$ cat src/rtl/decode_stage_seq.sv
// -----------------------------------------------------------------------------
// decode_stage_seq
//
// Registered decode stage of the five-stage pipeline, between the IF/ID and
// ID/EX registers. Each accepted instruction produces a registered control
// bundle one cycle later. Block transfers (Op=2'b11) are expanded into one
// LDR/STR micro-op per register set in the list.
//
// Optional feature macro: BLOCK_XFER_DESC_EN
//   defined   : instr[23]=0 walks the list highest-first with negative offsets
//   undefined : instr[23] is ignored, always ascending with positive offsets
//
// Handshake (both sides): a transfer happens on a rising edge where valid and
// ready are both 1. A producer holding valid keeps its payload stable until
// that transfer; ready may depend combinationally on the consumer's ready.
//
// Ports:
//   clk, rst_n        clock, asynchronous active-low reset
//   instr_i           instruction word
//   in_valid_i/in_ready_o    upstream handshake
//   flush_i           drop the presented bundle and any pending micro-ops
//   out_valid_o/out_ready_i  downstream handshake
//   RegW_o .. uop_last_o     registered control bundle
//   dbg_state_o       FSM state (0=IDLE, 1=XFER) for checkers
// -----------------------------------------------------------------------------
module decode_stage_seq #(
  parameter int XLEN  = 32,
  parameter int NREG  = 16,
  parameter int OFS_W = 12,
  localparam int REG_W = $clog2(NREG)
) (
  input  logic             clk,
  input  logic             rst_n,
  input  logic [XLEN-1:0]  instr_i,
  input  logic             in_valid_i,
  output logic             in_ready_o,
  input  logic             flush_i,
  output logic             out_valid_o,
  input  logic             out_ready_i,
  output logic             RegW_o,
  output logic             MemW_o,
  output logic             MemtoReg_o,
  output logic             ALUSrc_o,
  output logic             BranchD_o,
  output logic             BranchLinkEn_o,
  output logic [1:0]       FlagW_o,
  output logic [1:0]       ImmSrc_o,
  output logic [1:0]       RegSrc_o,
  output logic [3:0]       ALUControl_o,
  output logic [REG_W-1:0] Rd_o,
  output logic [REG_W-1:0] Rn_o,
  output logic [OFS_W-1:0] uop_ofs_o,
  output logic             uop_last_o,
  output logic             dbg_state_o
);

  typedef enum logic {S_IDLE = 1'b0, S_XFER = 1'b1} state_t;

  typedef struct packed {
    logic             reg_w;
    logic             mem_w;
    logic             mem_to_reg;
    logic             alu_src;
    logic             branch;
    logic             link;
    logic [1:0]       flag_w;
    logic [1:0]       imm_src;
    logic [1:0]       reg_src;
    logic [3:0]       alu_ctrl;
    logic [REG_W-1:0] rd;
    logic [REG_W-1:0] rn;
    logic [OFS_W-1:0] ofs;
    logic             last;
  } bundle_t;

  // Index of lowest set bit (0 when empty).
  function automatic logic [REG_W-1:0] lsb_idx(input logic [NREG-1:0] v);
    lsb_idx = '0;
    for (int i = NREG - 1; i >= 0; i--) begin
      if (v[i]) lsb_idx = REG_W'(i);
    end
  endfunction

  // Index of highest set bit (0 when empty).
  function automatic logic [REG_W-1:0] msb_idx(input logic [NREG-1:0] v);
    msb_idx = '0;
    for (int i = 0; i < NREG; i++) begin
      if (v[i]) msb_idx = REG_W'(i);
    end
  endfunction

  // Byte offset of micro-op k: 4*k ascending, -(4*(k+1)) descending.
  function automatic logic [OFS_W-1:0] ofs_of(input logic [REG_W-1:0] k,
                                              input logic desc);
    logic [OFS_W-1:0] base;
    base = OFS_W'({k, 2'b00});
    if (desc) ofs_of = '0 - (base + OFS_W'(4));
    else      ofs_of = base;
  endfunction

  // Block micro-op: LDR controls when load, STR controls otherwise.
  function automatic bundle_t uop_of(input logic load,
                                     input logic [REG_W-1:0] rd,
                                     input logic [REG_W-1:0] rn,
                                     input logic [OFS_W-1:0] ofs,
                                     input logic last);
    bundle_t b;
    b         = '0;
    b.alu_src = 1'b1;
    b.imm_src = 2'b01;
    if (load) begin
      b.reg_w      = 1'b1;
      b.mem_to_reg = 1'b1;
    end else begin
      b.mem_w   = 1'b1;
      b.reg_src = 2'b10;
    end
    b.rd   = rd;
    b.rn   = rn;
    b.ofs  = ofs;
    b.last = last;
    return b;
  endfunction

  state_t           state_q;
  bundle_t          bund_q;
  logic             out_valid_q;
  logic [NREG-1:0]  rem_q;
  logic [REG_W-1:0] cnt_q;    // index k of the next micro-op to emit
  logic             load_q;
  logic             desc_q;
  logic [REG_W-1:0] rn_q;

  logic [1:0]       op;
  logic [5:0]       funct;
  logic [NREG-1:0]  list_in;
  logic [REG_W-1:0] rn_in;
  logic             load_in;
  logic             desc_in;
  logic [REG_W-1:0] first_idx;
  logic [NREG-1:0]  rem_in;
  logic             multi_in;
  logic [REG_W-1:0] next_idx;
  logic [NREG-1:0]  rem_nx;
  bundle_t          dec_d;
  bundle_t          uop_d;
  logic             accept;

  logic unused_instr_bits;
  assign unused_instr_bits = ^instr_i[XLEN-1:28];

`ifdef BLOCK_XFER_DESC_EN
  assign desc_in = ~instr_i[23];
`else
  assign desc_in = 1'b0;
`endif

  assign in_ready_o = (state_q == S_IDLE) & (~out_valid_q | out_ready_i);
  assign accept     = in_valid_i & in_ready_o & ~flush_i;

  // Decode of the instruction currently offered upstream.
  always_comb begin
    op        = instr_i[27:26];
    funct     = instr_i[25:20];
    list_in   = instr_i[NREG-1:0];
    rn_in     = instr_i[16 +: REG_W];
    load_in   = instr_i[20];
    first_idx = desc_in ? msb_idx(list_in) : lsb_idx(list_in);
    rem_in    = list_in & ~(NREG'(1) << first_idx);
    // More than one bit set exactly when something is left after removing one.
    multi_in  = |rem_in;

    dec_d      = '0;
    dec_d.rd   = instr_i[12 +: REG_W];
    dec_d.rn   = rn_in;
    dec_d.last = 1'b1;
    unique case (op)
      2'b00: begin
        dec_d.alu_ctrl = funct[4:1];
        dec_d.alu_src  = funct[5];
        dec_d.flag_w   = funct[0] ? 2'b11 : 2'b00;
        dec_d.reg_w    = (funct[4:1] != 4'b1010);
      end
      2'b01: begin
        dec_d.alu_src = 1'b1;
        dec_d.imm_src = 2'b01;
        if (funct[0]) begin
          dec_d.reg_w      = 1'b1;
          dec_d.mem_to_reg = 1'b1;
        end else begin
          dec_d.mem_w   = 1'b1;
          dec_d.reg_src = 2'b10;
        end
      end
      2'b10: begin
        dec_d.branch  = 1'b1;
        dec_d.imm_src = 2'b10;
        dec_d.reg_src = 2'b01;
        dec_d.link    = instr_i[24];
        dec_d.reg_w   = instr_i[24];
        dec_d.rd      = REG_W'(NREG - 1);
      end
      default: begin
        if (list_in == '0) begin
          // Empty list: a bubble that only carries Rn and the last marker.
          dec_d.rd = '0;
        end else begin
          dec_d = uop_of(load_in, first_idx, rn_in, ofs_of('0, desc_in), ~multi_in);
        end
      end
    endcase
  end

  // Next micro-op drawn from the latched remaining list.
  always_comb begin
    next_idx = desc_q ? msb_idx(rem_q) : lsb_idx(rem_q);
    rem_nx   = rem_q & ~(NREG'(1) << next_idx);
    uop_d    = uop_of(load_q, next_idx, rn_q, ofs_of(cnt_q, desc_q), ~|rem_nx);
  end

  always_ff @(posedge clk or negedge rst_n) begin
    if (!rst_n) begin
      state_q     <= S_IDLE;
      bund_q      <= '0;
      out_valid_q <= 1'b0;
      rem_q       <= '0;
      cnt_q       <= '0;
      load_q      <= 1'b0;
      desc_q      <= 1'b0;
      rn_q        <= '0;
    end else if (flush_i) begin
      state_q     <= S_IDLE;
      out_valid_q <= 1'b0;
      rem_q       <= '0;
    end else begin
      unique case (state_q)
        S_IDLE: begin
          if (accept) begin
            bund_q      <= dec_d;
            out_valid_q <= 1'b1;
            if (op == 2'b11 && multi_in) begin
              state_q <= S_XFER;
              rem_q   <= rem_in;
              cnt_q   <= REG_W'(1);
              load_q  <= load_in;
              desc_q  <= desc_in;
              rn_q    <= rn_in;
            end
          end else if (out_ready_i) begin
            out_valid_q <= 1'b0;
          end
        end
        S_XFER: begin
          // out_valid_q stays 1 throughout XFER; advance on each hand-off.
          if (out_ready_i) begin
            if (bund_q.last) begin
              state_q     <= S_IDLE;
              out_valid_q <= 1'b0;
            end else begin
              bund_q <= uop_d;
              rem_q  <= rem_nx;
              cnt_q  <= cnt_q + REG_W'(1);
            end
          end
        end
        default: state_q <= S_IDLE;
      endcase
    end
  end

  assign out_valid_o    = out_valid_q;
  assign RegW_o         = bund_q.reg_w;
  assign MemW_o         = bund_q.mem_w;
  assign MemtoReg_o     = bund_q.mem_to_reg;
  assign ALUSrc_o       = bund_q.alu_src;
  assign BranchD_o      = bund_q.branch;
  assign BranchLinkEn_o = bund_q.link;
  assign FlagW_o        = bund_q.flag_w;
  assign ImmSrc_o       = bund_q.imm_src;
  assign RegSrc_o       = bund_q.reg_src;
  assign ALUControl_o   = bund_q.alu_ctrl;
  assign Rd_o           = bund_q.rd;
  assign Rn_o           = bund_q.rn;
  assign uop_ofs_o      = bund_q.ofs;
  assign uop_last_o     = bund_q.last;
  assign dbg_state_o    = state_q;

endmodule

$ cat config.mk
export PLATFORM = sky130hd
export DESIGN_NAME = decode_stage_seq
export DESIGN_NICKNAME = d
export VERILOG_FILES = /design/src/rtl/decode_stage_seq.sv
export SDC_FILE = /design/constraint.sdc
export NUM_CORES = 1
export LEC_CHECK = 0
export CAP_MARGIN = 10
export CORE_ASPECT_RATIO = 0.9
export CORE_MARGIN = 3
export CORE_UTILIZATION = 45
export DETAILED_ROUTE_END_ITERATION = 8
export PLACE_DENSITY_LB_ADDON = 0.1
export SYNTH_ARGS = -nofsm -noshare
export SYNTH_HDL_FRONTEND = slang
export SYNTH_SLANG_ARGS = --single-unit
$ cat constraint.sdc
create_clock -name clk -period 2.69 [get_ports clk]
set_clock_uncertainty 0.05 [all_clocks]
set_input_delay 0.538 -clock clk [delete_from_list [all_inputs] [get_ports clk]]
set_output_delay 0.538 -clock clk [all_outputs]
set_load 0.05 [all_outputs]
---- Word level (Yosys, flattened, before mapping) ----
Index checks and enable logic that the tools add are counted.
storage, ports and cells
  memories ................................ 0
  latch bits .............................. 0
  output and inout bits ................... 40
  input bits .............................. 37
  RAM bits ................................ 0
  ROM bits ................................ 0
  flip-flop bits (word level) ............. 64
  logic and storage cells ................. 143
cells by class
  muxes and demuxes ....................... 78
  shift operators ......................... 2
  divide/modulo/power cells ............... 0
  $add $sub $neg .......................... 1
  bitwise operators ....................... 12
  multipliers ............................. 0
  equal/unequal tests ..................... 14
  order comparisons ....................... 0
  reduce and logical (&&, ||, !) cells .... 16
operators with widths
  kind                                                    number
  two-way mux 4 bit                                       37
  two-way mux 37 bit                                      3
  two-way mux 16 bit                                      6
  one-hot mux 37 bit (2 select lines)                     1
  AND 16 bit                                              2
  inverter 16 bit                                         2
  one-hot mux 16 bit (2 select lines)                     1
  OR reduction 16 bit                                     2
  << shifter 1 x 4 -> 16 bit (first input constant)       2
  one-hot mux 4 bit (2 select lines)                      3
  logical NOT 16 bit                                      1
  two-way mux 1 bit                                       16
  one-hot mux 2 bit (2 select lines)                      3
  one-hot mux 4 bit (3 select lines)                      1
  AND reduction 4 bit                                     3
  inequality test 3 bit (second input constant)           3
  inequality test 4 bit (second input constant)           2
  two-way mux 2 bit                                       3
  inequality test 2 bit (second input constant)           3
  inequality test 3 x 2 -> 1 bit (second input constant)  2
  one-hot mux 1 bit (3 select lines)                      2
  AND reduction 3 bit                                     2
  OR reduction 2 bit                                      3
  AND reduction 5 bit                                     1
  other kinds (12)                                        19

---- Longest topological paths before layout ----
Gate-level depths: netlist (run 1).
  depth in word-level cells ............... 25
  depth in mapped cells ................... 10
  gate-level depth less buffers ........... 8

---- Least setup slack after synthesis (run 1) ----
Ideal clock, no wire load.
  path kind ............................... input to register
  start ................................... input instr_i[7]
  end ..................................... register rn_q[0]
  stages on the path ...................... 10
  data required time ...................... 2.512 ns
  setup time .............................. 0.128 ns
  arrival ................................. 3.249 ns
  path slack .............................. -0.736 ns
  path through ............................ buf_2 > or4_4 > nor3_4 > a21bo_2 > a2111o_1 > a221oi_1 > nor4b_4 > a211o_1 > buf_4 > mux2_1
on the way
  longest elaborated chain between the ends .. 14
ends and longest elaborated chain
  element                          RTL line  source
  start, declared                  34        input logic [XLEN-1:0] instr_i,
  two-way mux 4 bit (8 in series)  80        if (v[i]) lsb_idx = REG_W'(i);
  << shifter 1 x 4 -> 16 bit       169       rem_in = list_in & ~(NREG'(1) << first_idx);
  inverter 16 bit                  169
  AND 16 bit *                     169
  OR reduction 16 bit *            171       multi_in = |rem_in;
  logical AND 1 bit *              241       if (op == 2'b11 && multi_in) begin
  AND reduction 4 bit (no line) *  --
  end signal, assigned             247       rn_q <= rn_in;
  end, declared                    132       logic [REG_W-1:0] rn_q;
Every way passes the cells marked *; elsewhere a longest branch is shown, timed or not.
A chain may end at the register's enable or synchronous reset.

==> results_dict.tcl, run 1 <==
set metrics [dict create \
    grtUsageMet2_pct 44.8 \
    synth_commonest_cells "57 x nand2_1, 55 x nor2_1, 52 x dfrtp_1" \
    worst_ep_arrival_time_ns 3.13 \
    wl_per_cell_um 18.3 \
    core_area_um2 7330 \
    fmax_ghz 0.338 \
    setup.worst_path.end_class "flip-flop" \
    hold_path_class "in -> async" \
    pwr_density_cell_nw_per_um2 465 \
    die_h_um 89.9 \
    fin_hold_ws_ns 0.0183 \
    power.leakage_nw 2.21 \
    relSlewSlack_pct 52.4 \
    ys_ff_latch 52 \
    yosysWarnings 0 \
    start_util_pct 48.0 \
    port_buffers 64 \
    cts.sinks 52 \
    instances_no_fill 681 \
    synth.area.top_cells "dfrtp_1 37%, nand2_1 6.1%, nor2_1 5.9%" \
    place_ws_ns -1.20 \
    hpwl_mm 9.60 \
    syn_area_um2 3520 \
    slew_viol_final 0 \
    antenna_found_initial 0 \
    stdcell_area_um2 5080 \
    cts-hold-fix-buffers 0 \
    grt_pass1_vias 3979 \
    max-vdd-ir-drop_mv 0.379 \
    fin_crit_ns 2.96 \
    yosys.area.top_type "dfrtp_1" \
    yosysTopAreaCellShare_pct 37.0 \
    yosysMostFrequentCell "nand2_1" \
    outcome "complete, but fails checks" \
    pin_count 77 \
    cts_inserted_buffers 5 \
    cp_max_fo 7 \
    cts_tree "done" \
    fin_ws_ns -0.267 \
    drtAntennaViolNets 0 \
    hold_violations 0 \
    dpl_cell_area_um2 4870 \
    synth-main-ff-cell "dfrtp_1" \
    grt_pass1_wl_mm 20.3 \
    synth_edf_count 0 \
    path_class "in -> reg" \
    grt_use_total_pct 28.1 \
    cap_violations 0 \
    nNetsFinal 625 \
    layout-drive-gt1-share_pct 24.3 \
    p_clk_share_pct 21.2 \
    swShare_pct 40.1 \
    num_rows 29 \
    ys_async_sr_fraction_pct 100 \
    vias_per_cell 6.04 \
    intPower_w 0.00141 \
    area_growth_pct 44.3 \
    synthCells 444 \
    firstDrtPassIters 5 \
    num_vias 4116 \
    clk_latency_ns 0.32 \
    avgSynthCellArea_um2 7.92 \
    dieArea_um2 8910 \
    finalCritPeriodShare_pct 110 \
    globalplace.congestion 0.973 \
    worstMarginPinSlew_ns 0.711 \
    power_w 0.00236 \
    switching_power_w 0.000946 \
    grt-ovfl-total 0 \
    use_met3_pct 4.49 \
    setup_viol 28 \
    critPathRequiredTime_ns 2.86 \
    grt_start_max_net_pins 43 \
    seq_area_frac_synth_pct 37.0 \
    comb_power_share_pct 39.7 \
    clkSlewWorstSetupHoldPaths_ns 0.11 \
    busiest_layer "met2" \
    wl_mm 12.5 \
    route.detailed.drc 0 \
    power_frac_seq_pct 39.1 \
    dp.cells 668 \
    grt_util_met1_pct 39.4 \
    n_antenna_cell 0 \
    die_x_um 99.2 \
    initialDrtViolationCount 304 \
    rsz0062_at_grt "true" \
    violations "setup timing" \
    start_kind "input port" \
    cts.htree.levels 2 \
    synth.distinct_cells 64 \
    clock_path_buffers 2 \
    root_buffer "clkbuf_8" \
]
## metrics by stage
stage | setup TNS [ns] | utilization [%]
after floorplan | -15.08 | -
after global placement | -28.47 | 66.5
after detailed placement | -30.27 | 66.5
after CTS | -4.16 | 68.7
after global routing | -7.66 | 69.3
final | -4.77 | 69.3
## timing repair
item	4_1_cts	5_1_grt
resized for setup	45	11
pin swaps	14	14
cloned	0	1
buffers inserted	3	2
setup endpoints to repair	28	28
endpoints found under the hold margin	0	0
## power by group through the flow
stage	clock network, W	logic (W)	registers, W
global placement	0	0.000910	0.000934
finish	0.000499	0.000937	0.000923
floorplan	0	0.000353	0.00111
CTS	0.000501	0.000928	0.000921
detailed placement	0	0.000920	0.000934
global route	0.000530	0.000996	0.000932
## layer usage
layer,share of wire [%],vias up
met4,2.1,0
met5,0,-
met1,43,1972
met2,47,197
li1,-,1917
met3,8.0,30
## placed cells by master, fill, tap and decap left out, types with 4 or more instances in the layout
master and n:
buf_4 99, nand2_1 57, nor2_1 53, dfrtp_1 52, clkdlybuf4s50_1 47, o21ai_0 28, a21oi_1 25, inv_1 17
nand3_1 17, a31oi_1 17, nand4_1 13, nor4_1 8, nand2b_1 8, nor3_1 8, conb_1 8, dlygate4sd2_1 8
a22oi_1 5, clkbuf_8 5, o32a_1 4, o31a_1 4, mux2i_1 4, mux2_4 4, a311oi_1 4, buf_6 4
## cells by family (layout without fill, tap and decap cells)
family / after synthesis / after routing / share of synthesized area [%]
AND/OR/NAND/NOR: 192 / 192 / 26.7
AO/OA/AOI/OAI: 136 / 136 / 26.0
buffers and inverters: 53 / 190 / 7.11
flip-flops: 52 / 52 / 37.0
multiplexers: 8 / 8 / 2.42
adder cells (fa/ha/maj): 2 / 2 / 0.640
other: 1 / 8 / 0.107
## final cells by class
class,instances,area (um2)
Fill cell,612,2250
Clock inverter,3,27.5
Multi-Input combinational cell,346,2100
Sequential cell,52,1300
Clock buffer,5,68.8
Inverter,17,63.8
Tap cell,93,116
Timing Repair Buffer,165,1390
## critical path, stage by stage
cell      delay [ns]
buf_6           0.09
or4_4           0.55
nor3_4          0.14
a21bo_4         0.25
buf_4           0.14
a211oi_2        0.20
a211oi_1        0.07
buf_4           0.14
nor4b_4         0.33
buf_4           0.17
a31oi_1         0.07
buf_4           0.20
a22o_1          0.23
## path summary, 6_finish.rpt
path / startpoint / endpoint / slack, ns / depth (start not counted)
setup / recovery: instr_i[7] / uop_ofs_o[2] / -0.27 / 13
hold / removal: rst_n / rem_q[11] / 0.02 / 1
setup reg to reg: rem_q[5] / uop_last_o / 0.17 / 8
hold reg to reg: ALUControl_o[0] / ALUControl_o[0] / 0.42 / 2
max in group asynchronous: rst_n / ALUControl_o[2] / 1.74 / 2
min in group clk: ALUControl_o[0] / ALUControl_o[0] / 0.42 / 2
## sequential cells by signal, summed over array words and instances, names as in the netlist
signal,cells
rem_q,16
ALUControl_o,4
Rd_o,4
Rn_o,4
cnt_q,4
rn_q,4
uop_ofs_o,4
ALUSrc_o,1
BranchLinkEn_o,1
FlagW_o,1
ImmSrc_o,1
MemW_o,1
MemtoReg_o,1
RegSrc_o,1
RegW_o,1
dbg_state_o,1
load_q,1
out_valid_o,1
uop_last_o,1
Note: power is estimated with default switching activity, not from simulation.
==> run 2: changes to the inputs <==
--- a/config.mk
+++ b/config.mk
@@ -9,6 +9,7 @@
 export CORE_ASPECT_RATIO = 0.9
 export CORE_MARGIN = 3
 export CORE_UTILIZATION = 45
+export CTS_CLUSTER_DIAMETER = 30
 export DETAILED_ROUTE_END_ITERATION = 8
 export PLACE_DENSITY_LB_ADDON = 0.1
 export SYNTH_ARGS = -nofsm -noshare
==> results of run 2 <==
The final DEF is identical to that of run 1; final timing and power are the same.
==> run 3: changes to the inputs <==
--- a/config.mk
+++ b/config.mk
@@ -11,6 +11,7 @@
 export CORE_UTILIZATION = 45
 export CTS_CLUSTER_DIAMETER = 30
 export DETAILED_ROUTE_END_ITERATION = 8
+export DONT_BUFFER_PORTS = 1
 export PLACE_DENSITY_LB_ADDON = 0.1
 export SYNTH_ARGS = -nofsm -noshare
 export SYNTH_HDL_FRONTEND = slang
==> run 3 against run 2 <==
  * The run ends with hold timing, setup timing left
  * Global-route usage fell by 2.4 points
  * Sequential cell count unchanged
  * Clock power is 1% higher
  * Critical path depth decreased by 4
  * Critical endpoint is now rn_q[2]
  * Largest power group is now registers
==> results_dict.tcl, run 3 (same netlist as run 1, synthesis figures left out) <==
set metrics [dict create \
    outcome "complete, but fails checks" \
    violations "hold timing, setup timing" \
    setup.worst_path.end_class "flip-flop" \
    cp_max_fo 9 \
    rsz0062_at_grt "true" \
    finalCritPeriodShare_pct 104 \
    initialDrtViolationCount 266 \
    n_antenna_cell 0 \
    pin_count 77 \
    worstRegToRegCells 8 \
    setup_viol 18 \
    clkSlewWorstSetupHoldPaths_ns 0.12 \
    firstDrtPassIters 5 \
    die_h_um 89.9 \
    cts.htree.levels 2 \
    grt_start_max_net_pins 53 \
    fin_hold_ws_ns -0.00443 \
    clk_latency_ns 0.33 \
    r2r_slack_ns 0.17 \
    cts.sinks 52 \
    dpl_cell_area_um2 4040 \
    drtAntennaViolNets 0 \
    power_w 0.00212 \
    slew_viol_final 0 \
    hpwl_mm 8.44 \
    area_growth_pct 19.9 \
    grt_use_total_pct 25.7 \
    nNetsFinal 531 \
    stdcell_area_um2 4220 \
    core_area_um2 7330 \
    fin_crit_ns 2.81 \
    largest-register "rem_q" \
    worst_ep_arrival_time_ns 2.98 \
    max-vdd-ir-drop_mv 0.361 \
    start_util_pct 48.0 \
    path_class "in -> reg" \
    num_vias 3684 \
    vias_per_cell 6.28 \
    start_kind "input port" \
    grt_pass1_wl_mm 18.7 \
    dieArea_um2 8910 \
    cap_violations 0 \
    grt_pass1_vias 3596 \
    num_rows 29 \
    worst_r2r_startpoint "rem_q[14]" \
    grt-ovfl-total 0 \
    fmax_ghz 0.356 \
    pwr_density_cell_nw_per_um2 503 \
    critPathRequiredTime_ns 2.86 \
    final_core_util_pct 57.5 \
    worstMarginPinSlew_ns 0.899 \
    wl_mm 11.3 \
    crit_path_start "instr_i[7]" \
    fin_setup_tns_ns -1.01 \
    route.detailed.drc 0 \
    power.leakage_nw 1.80 \
    fin_ws_ns -0.120 \
    antenna_found_initial 0 \
    globalplace.congestion 0.925 \
    r2r_end "uop_last_o" \
    cts_inserted_buffers 5 \
    die_x_um 99.2 \
    final_cell_mix "68 x buf_4, 57 x nand2_1, 55 x nor2_1, 52 x dfrtp_1, 31 x o21ai_0" \
    layout-drive-gt1-share_pct 20.2 \
    largest_reg_flops 16 \
    hold_path_class "in -> async" \
    cts_tree "done" \
    root_buffer "clkbuf_8" \
    port_buffers 0 \
    hold_violations 2 \
    relSlewSlack_pct 40.1 \
    clock_path_buffers 2 \
    layout_commonest_cell "buf_4" \
    crit_end "rn_q[2]" \
    wl_per_cell_um 19.2 \
]
## run 3: cell count changes in the layout (fill, tap and decap cells not counted), moves of 3 or more
cell	previous run	this run
buf_4	99	68
buf_6	4	1
clkdlybuf4s15_1	3	0
clkdlybuf4s50_1	47	0
dlygate4sd2_1	8	0
o21ai_0	28	31
o21ai_1	3	0
## run 3: how the worst min path moves through the flow
stage	endpoint	slack, ns	cells after the start
after floorplan	ALUControl_o[0]	0.19	0
after detailed placement	rem_q[7]	0.19	0
after CTS	rem_q[7]	0.02	1
final	rem_q[4]	-0.004	1
after global routing	uop_ofs_o[2]	0.006	1
after global placement	rem_q[7]	0.19	0
## run 3: through the flow
step                      setup WS [ns]  std cells
final                            -0.120        587
after global routing             -0.239        587
after CTS                        -0.153        587
after floorplan                  -0.706        451
after global placement           -0.599        577
after detailed placement         -0.627        577
## run 3: where the power goes
group / total (W) / switching [W] / internal, W
sequential: 0.00110 / 0.000247 / 0.000857
clock: 0.000505 / 0.000313 / 0.000192
combinational: 0.000511 / 0.000308 / 0.000203
## run 3: per-layer routing
metal | global-route usage (%) | up-vias | wire [um]
met1 | 36.9 | 1769 | 5090
met5 | 0 | - | 0
met3 | 6.81 | 19 | 893
met2 | 38.9 | 173 | 5100
met4 | 5.57 | 0 | 178
li1 | - | 1723 | -
## run 3: repair_timing
action / CTS / global route
hold endpoints to repair: 52 / 0
setup buffers: 1 / 0
hold buffers: 1 / 0
setup endpoints to repair: 28 / 28
resized for setup: 6 / 5
pin swaps: 6 / 2
## run 3: worst max-delay path, stage by stage
cell and delay [ns]:
or4_4 0.54, nor3_4 0.14, a21bo_4 0.24, a2111o_1 0.32, a221oi_2 0.28, nor4b_4 0.28, a211o_1 0.21, buf_12 0.14
mux2_4 0.29
## run 3: cell type report
cell class / instances / area (um2)
fillers: 680 / 3110
flip-flops and latches: 52 / 1300
inverters: 17 / 63.8
repair buffers: 71 / 569
clock inverters: 3 / 27.5
well taps: 93 / 116
multi-input cells: 346 / 2070
clock buffers: 5 / 68.8
